File: config.mk
export PLATFORM = sky130hd
export DESIGN_NAME = circular_buffer_fwft
export DESIGN_NICKNAME = d
export VERILOG_FILES = /design/src/rtl/circular_buffer_fwft_pkg.sv /design/src/rtl/circular_buffer_fwft_ctrl.sv /design/src/rtl/circular_buffer_fwft.sv
export SDC_FILE = /design/constraint.sdc
export NUM_CORES = 1
export LEC_CHECK = 0
export CAP_MARGIN = 20
export CORE_MARGIN = 5
export CORE_UTILIZATION = 35
export DETAILED_ROUTE_END_ITERATION = 10
export GPL_TIMING_DRIVEN = 0
export PLACE_DENSITY_LB_ADDON = 0.05
export SLEW_MARGIN = 20
export SYNTH_ARGS = -nofsm -noshare
export SYNTH_HDL_FRONTEND = slang
export SYNTH_SLANG_ARGS = --single-unit
File: constraint.sdc
create_clock -name clk -period 3.21 [get_ports clk]
set_input_delay 0.963 -clock clk [delete_from_list [all_inputs] [get_ports clk]]
set_output_delay 0.963 -clock clk [all_outputs]
set_load 0.01 [all_outputs]
File: src/rtl/circular_buffer_fwft_pkg.sv
// Shared defaults and width helpers for the circular-buffer FWFT FIFO.
// Both width helpers are evaluated at elaboration time.
package circular_buffer_fwft_pkg;

  localparam int DEF_WIDTH = 8;
  localparam int DEF_DEPTH = 4;

  // Occupancy runs 0..depth inclusive, so one extra code is needed.
  function automatic int cnt_w(input int depth);
    return $clog2(depth + 1);
  endfunction

  function automatic int ptr_w(input int depth);
    return (depth > 1) ? $clog2(depth) : 1;
  endfunction

endpackage

File: src/rtl/circular_buffer_fwft_ctrl.sv
// Pointer, occupancy and handshake control for the circular-buffer FIFO.
// The sub-module holds only control state; the parent holds the storage.
module circ_buf_ctrl
  import circular_buffer_fwft_pkg::*;
#(
  parameter  int DEPTH    = DEF_DEPTH,
  parameter  int AF_LEVEL = DEPTH - 1,
  parameter  int AE_LEVEL = 1,
  localparam int CW       = cnt_w(DEPTH),
  localparam int PW       = ptr_w(DEPTH)
) (
  input  logic          clk,
  input  logic          rst,
  input  logic          clear,
  input  logic          write_en,
  input  logic          read_en,
  output logic          ready,
  output logic          valid,
  output logic          full,
  output logic          empty,
  output logic [CW-1:0] count,
  output logic          almost_full,
  output logic          almost_empty,
  output logic          overflow,
  output logic          underflow,
  output logic          wen,
  output logic [PW-1:0] waddr,
  output logic [PW-1:0] raddr
);

  logic [PW-1:0] wr_ptr, rd_ptr;
  logic [CW-1:0] cnt;
  logic          ovf, unf;
  logic          do_wr, do_rd;

  // Explicit compare-and-wrap so DEPTH need not be a power of two.
  function automatic logic [PW-1:0] wrap_inc(input logic [PW-1:0] p);
    return (p == PW'(DEPTH - 1)) ? '0 : p + PW'(1);
  endfunction

  assign empty        = (cnt == '0);
  assign full         = (cnt == CW'(DEPTH));
  assign valid        = ~empty;
  // A simultaneous pop frees a slot, so a full buffer can still take a word.
  assign ready        = ~full | (read_en & ~empty);
  assign do_rd        = read_en & ~empty;
  assign do_wr        = write_en & ready;
  assign almost_full  = (cnt >= CW'(AF_LEVEL));
  assign almost_empty = (cnt <= CW'(AE_LEVEL));
  assign wen          = do_wr & ~clear;
  assign waddr        = wr_ptr;
  assign raddr        = rd_ptr;
  assign count        = cnt;
  assign overflow     = ovf;
  assign underflow    = unf;

  always_ff @(posedge clk or posedge rst) begin
    if (rst) begin
      wr_ptr <= '0;
      rd_ptr <= '0;
      cnt    <= '0;
      ovf    <= 1'b0;
      unf    <= 1'b0;
    end else if (clear) begin
      wr_ptr <= '0;
      rd_ptr <= '0;
      cnt    <= '0;
      ovf    <= 1'b0;
      unf    <= 1'b0;
    end else begin
      if (do_wr) wr_ptr <= wrap_inc(wr_ptr);
      if (do_rd) rd_ptr <= wrap_inc(rd_ptr);
      case ({do_wr, do_rd})
        2'b10:   cnt <= cnt + CW'(1);
        2'b01:   cnt <= cnt - CW'(1);
        default: cnt <= cnt;
      endcase
      ovf <= ovf | (write_en & ~ready);
      unf <= unf | (read_en & empty);
    end
  end

endmodule

File: src/rtl/circular_buffer_fwft.sv
// Circular-buffer FIFO with first-word-fall-through head, occupancy flags
// and sticky overflow/underflow. Storage lives here; control in circ_buf_ctrl.
module circular_buffer_fwft
  import circular_buffer_fwft_pkg::*;
#(
  parameter  int WIDTH    = DEF_WIDTH,
  parameter  int DEPTH    = DEF_DEPTH,
  parameter  int AF_LEVEL = DEPTH - 1,
  parameter  int AE_LEVEL = 1,
  localparam int CW       = cnt_w(DEPTH),
  localparam int PW       = ptr_w(DEPTH)
) (
  input  logic             clk,
  input  logic             rst,
  input  logic             clear,
  input  logic             write_en,
  input  logic [WIDTH-1:0] din,
  output logic             ready,
  input  logic             read_en,
  output logic [WIDTH-1:0] dout,
  output logic             valid,
  output logic             full,
  output logic             empty,
  output logic [CW-1:0]    count,
  output logic             almost_full,
  output logic             almost_empty,
  output logic             overflow,
  output logic             underflow
);

  logic [WIDTH-1:0] mem [DEPTH];
  logic             wen;
  logic [PW-1:0]    waddr, raddr;

  circ_buf_ctrl #(
    .DEPTH    (DEPTH),
    .AF_LEVEL (AF_LEVEL),
    .AE_LEVEL (AE_LEVEL)
  ) u_ctrl (
    .clk          (clk),
    .rst          (rst),
    .clear        (clear),
    .write_en     (write_en),
    .read_en      (read_en),
    .ready        (ready),
    .valid        (valid),
    .full         (full),
    .empty        (empty),
    .count        (count),
    .almost_full  (almost_full),
    .almost_empty (almost_empty),
    .overflow     (overflow),
    .underflow    (underflow),
    .wen          (wen),
    .waddr        (waddr),
    .raddr        (raddr)
  );

  // Storage is never reset; stale words are hidden by the valid gate on dout.
  always_ff @(posedge clk) begin
    if (wen) mem[waddr] <= din;
  end

  assign dout = valid ? mem[raddr] : '0;

endmodule

== After elaboration in Yosys (flattened, before gate mapping) ==
Memory sizes are Yosys's and may differ from the RTL's.
Cells that the tools add are included.

* Bits in registers: 9
* RAM bits: 32
* Input bits: 13
* Output and inout port bits: 19
* Word-level logic and storage cells: 46
* Memories kept: 1

{| class="wikitable"
|+ Memories
! name !! depth !! width !! read ports !! clocked after memory_dff !! write ports !! line !! source
|-
| mem || 4 || 8 || 1 || 0 || 1 || circular_buffer_fwft.sv:31 || <nowiki>logic [WIDTH-1:0] mem [DEPTH];</nowiki>
|}

* Add/sub/neg operators: 4
* Magnitude comparators: 2
* Eq/ne operators: 5
* Muxes and demuxes: 13
* Bitwise logic cells: 12
* Reduce and logical (&&, ||, !) cells: 4

{| class="wikitable"
|+ Operator list
! cell !! count
|-
| two-way mux 2 bit || 6
|-
| two-way mux 8 bit || 1
|-
| equality test 2 bit (second input constant) || 3
|-
| one-hot mux 3 bit (2 select lines) || 1
|-
| bitwise AND 1 bit || 5
|-
| adder 2 x 1 -> 2 bit (second input constant) || 2
|-
| two-way mux 1 bit || 4
|-
| inverter 1 bit || 4
|-
| nonzero test 2 bit || 2
|-
| adder 3 x 1 -> 3 bit (second input constant) || 1
|-
| equality test 3 bit (second input constant) || 1
|-
| >= comparator 3 x 2 -> 1 bit (second input constant) || 1
|-
| <= comparator 3 x 1 -> 1 bit (second input constant) || 1
|-
| zero test 3 bit || 1
|-
| two-way mux 3 bit || 1
|-
| OR 1 bit || 3
|-
| nonzero test 3 bit || 1
|-
| subtractor 3 x 1 -> 3 bit (second input constant) || 1
|-
| equality test 2 x 1 -> 1 bit (second input constant) || 1
|}

== Logic depth before layout (Yosys ltp) ==
* Depth after elaboration: 8
* Mapped depth: 7
* Mapped depth without buffers: 6

== Hierarchy ==
Synthesis repeated with hierarchy kept, for this count alone.

* Cell total of the unflattened synthesis: 139
* Area total of the unflattened synthesis: 1899.3 um^2

{| class="wikitable"
|+ Modules (own cells, without submodules)
! module !! times used !! cells each !! area each (um^2) !! sequential area each (um^2)
|-
| circular_buffer_fwft || 1 || 66 || 1246.2 || 960.9
|-
| circ_buf_ctrl || 1 || 73 || 653.1 || 225.2
|}

== Worst setup path before layout ==
No wires, ideal clock.

* Path kind: flip-flop to output port
* From: reg u_ctrl.cnt[1], in the netlist u_ctrl.count[1]
* To: out dout[0]
* Arrival: 1.378 ns
* Data required time: 2.247 ns
* Setup slack: 0.869 ns
* Cell stages (with the launch flop): 6
* Path buffers: 1
* Cells stage by stage: dfrtp_1 -> inv_1 -> ha_1 -> nand2b_1 -> buf_2 -> and2_1

* Cells in the longest elaborated chain, start to end: 2

{| class="wikitable"
|+ RTL lines
! what !! line !! source
|-
| start, declared || circular_buffer_fwft_ctrl.sv:32 || <nowiki>logic [CW-1:0] cnt;</nowiki>
|-
| start signal, assigned || circular_buffer_fwft_ctrl.sv:74 || <nowiki>2'b10: cnt <= cnt + CW'(1);</nowiki>
|-
| start signal, assigned || circular_buffer_fwft_ctrl.sv:75 || <nowiki>2'b01: cnt <= cnt - CW'(1);</nowiki>
|-
| start signal, assigned || circular_buffer_fwft_ctrl.sv:76 || <nowiki>default: cnt <= cnt;</nowiki>
|-
| zero test 3 bit || circular_buffer_fwft_ctrl.sv:41 || <nowiki>assign empty = (cnt == '0);</nowiki>
|-
| two-way mux 8 bit || circular_buffer_fwft.sv:64 || <nowiki>assign dout = valid ? mem[raddr] : '0;</nowiki>
|-
| end, declared || circular_buffer_fwft.sv:20 || <nowiki>output logic [WIDTH-1:0] dout,</nowiki>
|}

Every way passes these cells.

== Final worst setup path ==
* From: reg u_ctrl.rd_ptr[0], in the netlist u_ctrl.raddr[0]
* To: out dout[6]

* Cells in the longest elaborated chain, start to end: 2

{| class="wikitable"
|+ RTL lines
! what !! line !! source
|-
| start, declared || circular_buffer_fwft_ctrl.sv:31 || <nowiki>logic [PW-1:0] wr_ptr, rd_ptr;</nowiki>
|-
| start signal, assigned || circular_buffer_fwft_ctrl.sv:72 || <nowiki>if (do_rd) rd_ptr <= wrap_inc(rd_ptr);</nowiki>
|-
| memory (4 x 8 bit) || -- ||
|-
| two-way mux 8 bit || circular_buffer_fwft.sv:64 ||
|}

Every way passes these cells.

==> impl_metrics.csv <==
group,metric,value,unit
run_status,status,"finished, final reports clean",
min_path,hold_path_class,"register to register",
placed_design,preCtsSetupSlack,0.161,ns
power,total_power,0.00166,W
cts,root_buffer,"clkbuf_8",
synthesis,yosysTopAreaCell,"edfxtp_1",
setup_path,crit_chain,"buf_2 -> mux4_2 -> and2_1 -> clkdlybuf4s50_1",
synthesis,synth_cell_types,29,
detailed_routing,dr.pass1.iters,4,
power,combPwrFrac,0.426,
floorplanning,start_util,0.366,
global_routing,met1_usage,0.130,
floorplanning,coreArea,5170,um2
global_routing,grt.busiest_layer,"met2",
sta,fmax,326,MHz
setup_path,end_kind,"output port",
setup_path,crit_buf_inv,2,
cts,cts_sinks,41,
detailed_routing,routed_wirelength,3550,um
cells_and_area,num-fill-cells,462,
setup_path,crit_path_start_kind,"register",
setup_path,criticalPathCategory,"register to output port",
floorplanning,dieArea,6980,um2
cells_and_area,post-route-cell-area,2370,um2
sta,final.setup.worst_slack,0.142,ns
global_routing,grt-ovfl-total,0,
floorplanning,row_count,26,
synthesis,synthCells,132,
setup_path,rr_startpoint,"u_ctrl.count[0]$_DFFE_PP0P_",
cts,cts_inserted_buffers,5,
cells_and_area,fin_nets,190,
floorplanning,fp.dieW,83.5,um
synthesis,postSynthAreaPerCell,14.3,um2
detailed_routing,drc,0,
detailed_routing,wl_per_cell,14.9,um
setup_path,cp.required,2.25,ns
sta,drv_slew,0,
detailed_routing,vias_per_cell,4.67,
detailed_routing,drt_iter0_drc,49,
setup_path,r2r_setup_slack,1.28,ns
sta,maxSlewHeadroom,0.700,
global_routing,met2_usage,0.184,
cells_and_area,layout.cells.non_filler,239,
setup_path,cp_max_fo,10,
cts,cts_tree,"done",
synthesis,yosys_warnings,0,
cts,clk_pin_slew,0.07,ns
synthesis,synthTopCellsByArea,"edfxtp_1, dfrtp_1, mux4_2",
setup_path,worstSetupStartpoint,"u_ctrl.raddr[0]$_DFFE_PP0P_",
sta,fin_crit_sh,0.956,
synthesis,syn_nets,154,
sta,rsz0062_at_grt,"false",
power,vdd_drop_max,0.341,mV
synthesis,netlist_area,1890,um2
power,internal_power,0.00115,W
placed_design,dp_hpwl,2530,um
sta,fin_tns_setup,0,ns
global_routing,grt_pass1_vias,1226,
power,power_density,700,nW/um2
power,clock_power_share,0.186,
synthesis,ys_seq_area_frac,0.627,
setup_path,max_stage_delay,0.54,ns
setup_path,critPathSlowestCell,"mux4_2",
min_path,min-delay-start,"u_ctrl.underflow$_DFF_PP0_",
global_routing,grt_max_degree,13,
placed_design,placed_cells,230,
detailed_routing,vias,1117,
floorplanning,io_pins,32,
placed_design,gp_congestion,0.772,
sta,setup_viol,0,
synthesis,ys_seq_elements,41,
placed_design,portBuffers,28,
sta,finalCriticalPeriod,3.07,ns
detailed_routing,ant_nets,0,
job,maxCapViolCount,0,
global_routing,grtUsageTotal,0.107,
synthesis,synth_top_area_share,0.508,
global_routing,grt_first_pass_wirelength,5950,um
sta,worst_pin_slew,0.451,ns
floorplanning,die_h,83.5,um
cts,cts_buffer_depth,2,
power,power_leakage,0.870,nW
cells_and_area,syn_to_final_growth,25.2,%
sta,hold_viol,0,
cts,cts_max_level,2,
cts,clk_latency,0.28,ns
cells_and_area,drive_above_1_share,0.166,
setup_path,crit_family,"buffers and inverters",
global_routing,grt_util_met3,0.0355,
cells_and_area,num_antenna_cells,0,
power,switchingPower,0.000510,W
power,switching_share,0.307,
global_routing,antenna_found_initial,0,
setup_path,critPathArrivalTime,2.11,ns
placed_design,post_dp_cell_area,2260,um2
cts,cts_hold_buffers,0,
sta,skew,0.00288,ns
power,p_seq_frac,0.388,
==> synthesized netlist by cell type, drive strengths merged <==
library cell,instances
maj3,1
inv,9
nand2,5
buf,6
dfrtp,9
a221oi,1
and2,13
and3,1
nand3,3
a21oi,6
o21ba,1
o21bai,1
nor2,11
xnor2,2
edfxtp,32
o211ai,1
nand3b,1
nor2b,2
a22oi,1
a311oi,1
or3,1
xor2,2
mux4,8
clkbuf,1
o21ai,3
ha,9
nand2b,1
==> power by group through the flow <==
stage	sequential [W]	clock (W)	combinational, W
after detailed placement	0.000647	0	0.000696
after CTS	0.000635	0.000327	0.000722
after floorplan	0.000651	0	0.000383
after global routing	0.000651	0.000352	0.000775
final	0.000644	0.000310	0.000707
after global placement	0.000645	0	0.000688
==> through the flow <==
step	hold slack (ns)	utilization
5_1_grt	0.582	0.458
2_1_floorplan	0.528	-
3_5_place_dp	0.510	0.437
6_report	0.520	0.458
3_3_place_gp	0.490	0.437
4_1_cts	0.530	0.456
==> kinds of logic (layout without fill, tap and decap cells) <==
logic type / after synthesis / count (layout) / synth area share
buffers and inverters: 16 / 53 / 0.0363
AOI/OAI and AO/OA: 15 / 15 / 0.0535
muxes: 8 / 8 / 0.0952
xor gates and xnor gates: 4 / 4 / 0.0185
and+or+nand+nor: 38 / 38 / 0.105
DFF: 41 / 41 / 0.627
adders and majority gates: 10 / 10 / 0.0648
==> final timing paths <==
| check | endpoint | cells after the start |
|---|---|---|
| max in group asynchronous | u_ctrl.count[0]$_DFFE_PP0P_ | 2 |
| worst max register to register | mem[1][4]$_DFFE_PP_ | 6 |
| worst max-delay path | dout[6] | 4 |
| min in group asynchronous | u_ctrl.overflow$_DFF_PP0_ | 2 |
| worst min register to register | u_ctrl.underflow$_DFF_PP0_ | 2 |
| worst min-delay path | u_ctrl.underflow$_DFF_PP0_ | 2 |
==> final cells by class <==
class                      count  area [um2]  area share
clock buffer                   6        72.6      0.0306
tap                           70        87.6      0.0369
timing repair buffer          30         295       0.125
clock inverter                 2        10.0     0.00422
multi-input combinational     75         651       0.274
buffer                         6        33.8      0.0142
sequential                    41        1190       0.501
inverter                       9        33.8      0.0142
==> repair_timing <==
action / 4_1_cts / 5_1_grt
setup endpoints to repair: 10 / 9
setup buffers: 0 / 2
hold endpoints to repair: 0 / 0
resized for setup: 3 / 2
==> layer usage <==
metal	wire, um	part of all wire	vias up
met1	1530	0.43	541
met4	43	0.012	0
li1	-	-	544
met3	145	0.041	5
met2	1840	0.52	27
met5	0	0	-
==> worst min-delay path, cell delays in order, from the launching register on <==
cell and delay [ns]:
dfrtp_1 0.36, a21oi_1 0.05, nor2_1 0.08
==> cells in the final DEF, fill, tap and decap left out, types with 4 or more instances in the layout <==
cell type	n
buf_4	4
nand2_1	5
edfxtp_1	32
dfrtp_1	8
inv_1	8
a21oi_1	6
mux4_2	8
clkbuf_8	5
clkdlybuf4s50_1	28
nor2_1	11
ha_1	8
and2_1	13
==> sequential cells by signal, indices dropped and copies added (netlist names) <==
name / cells
u_ctrl.waddr: 2
u_ctrl.count: 3
u_ctrl.overflow: 1
mem: 32
u_ctrl.raddr: 2
u_ctrl.underflow: 1
Power figures use the tool's default switching activity.
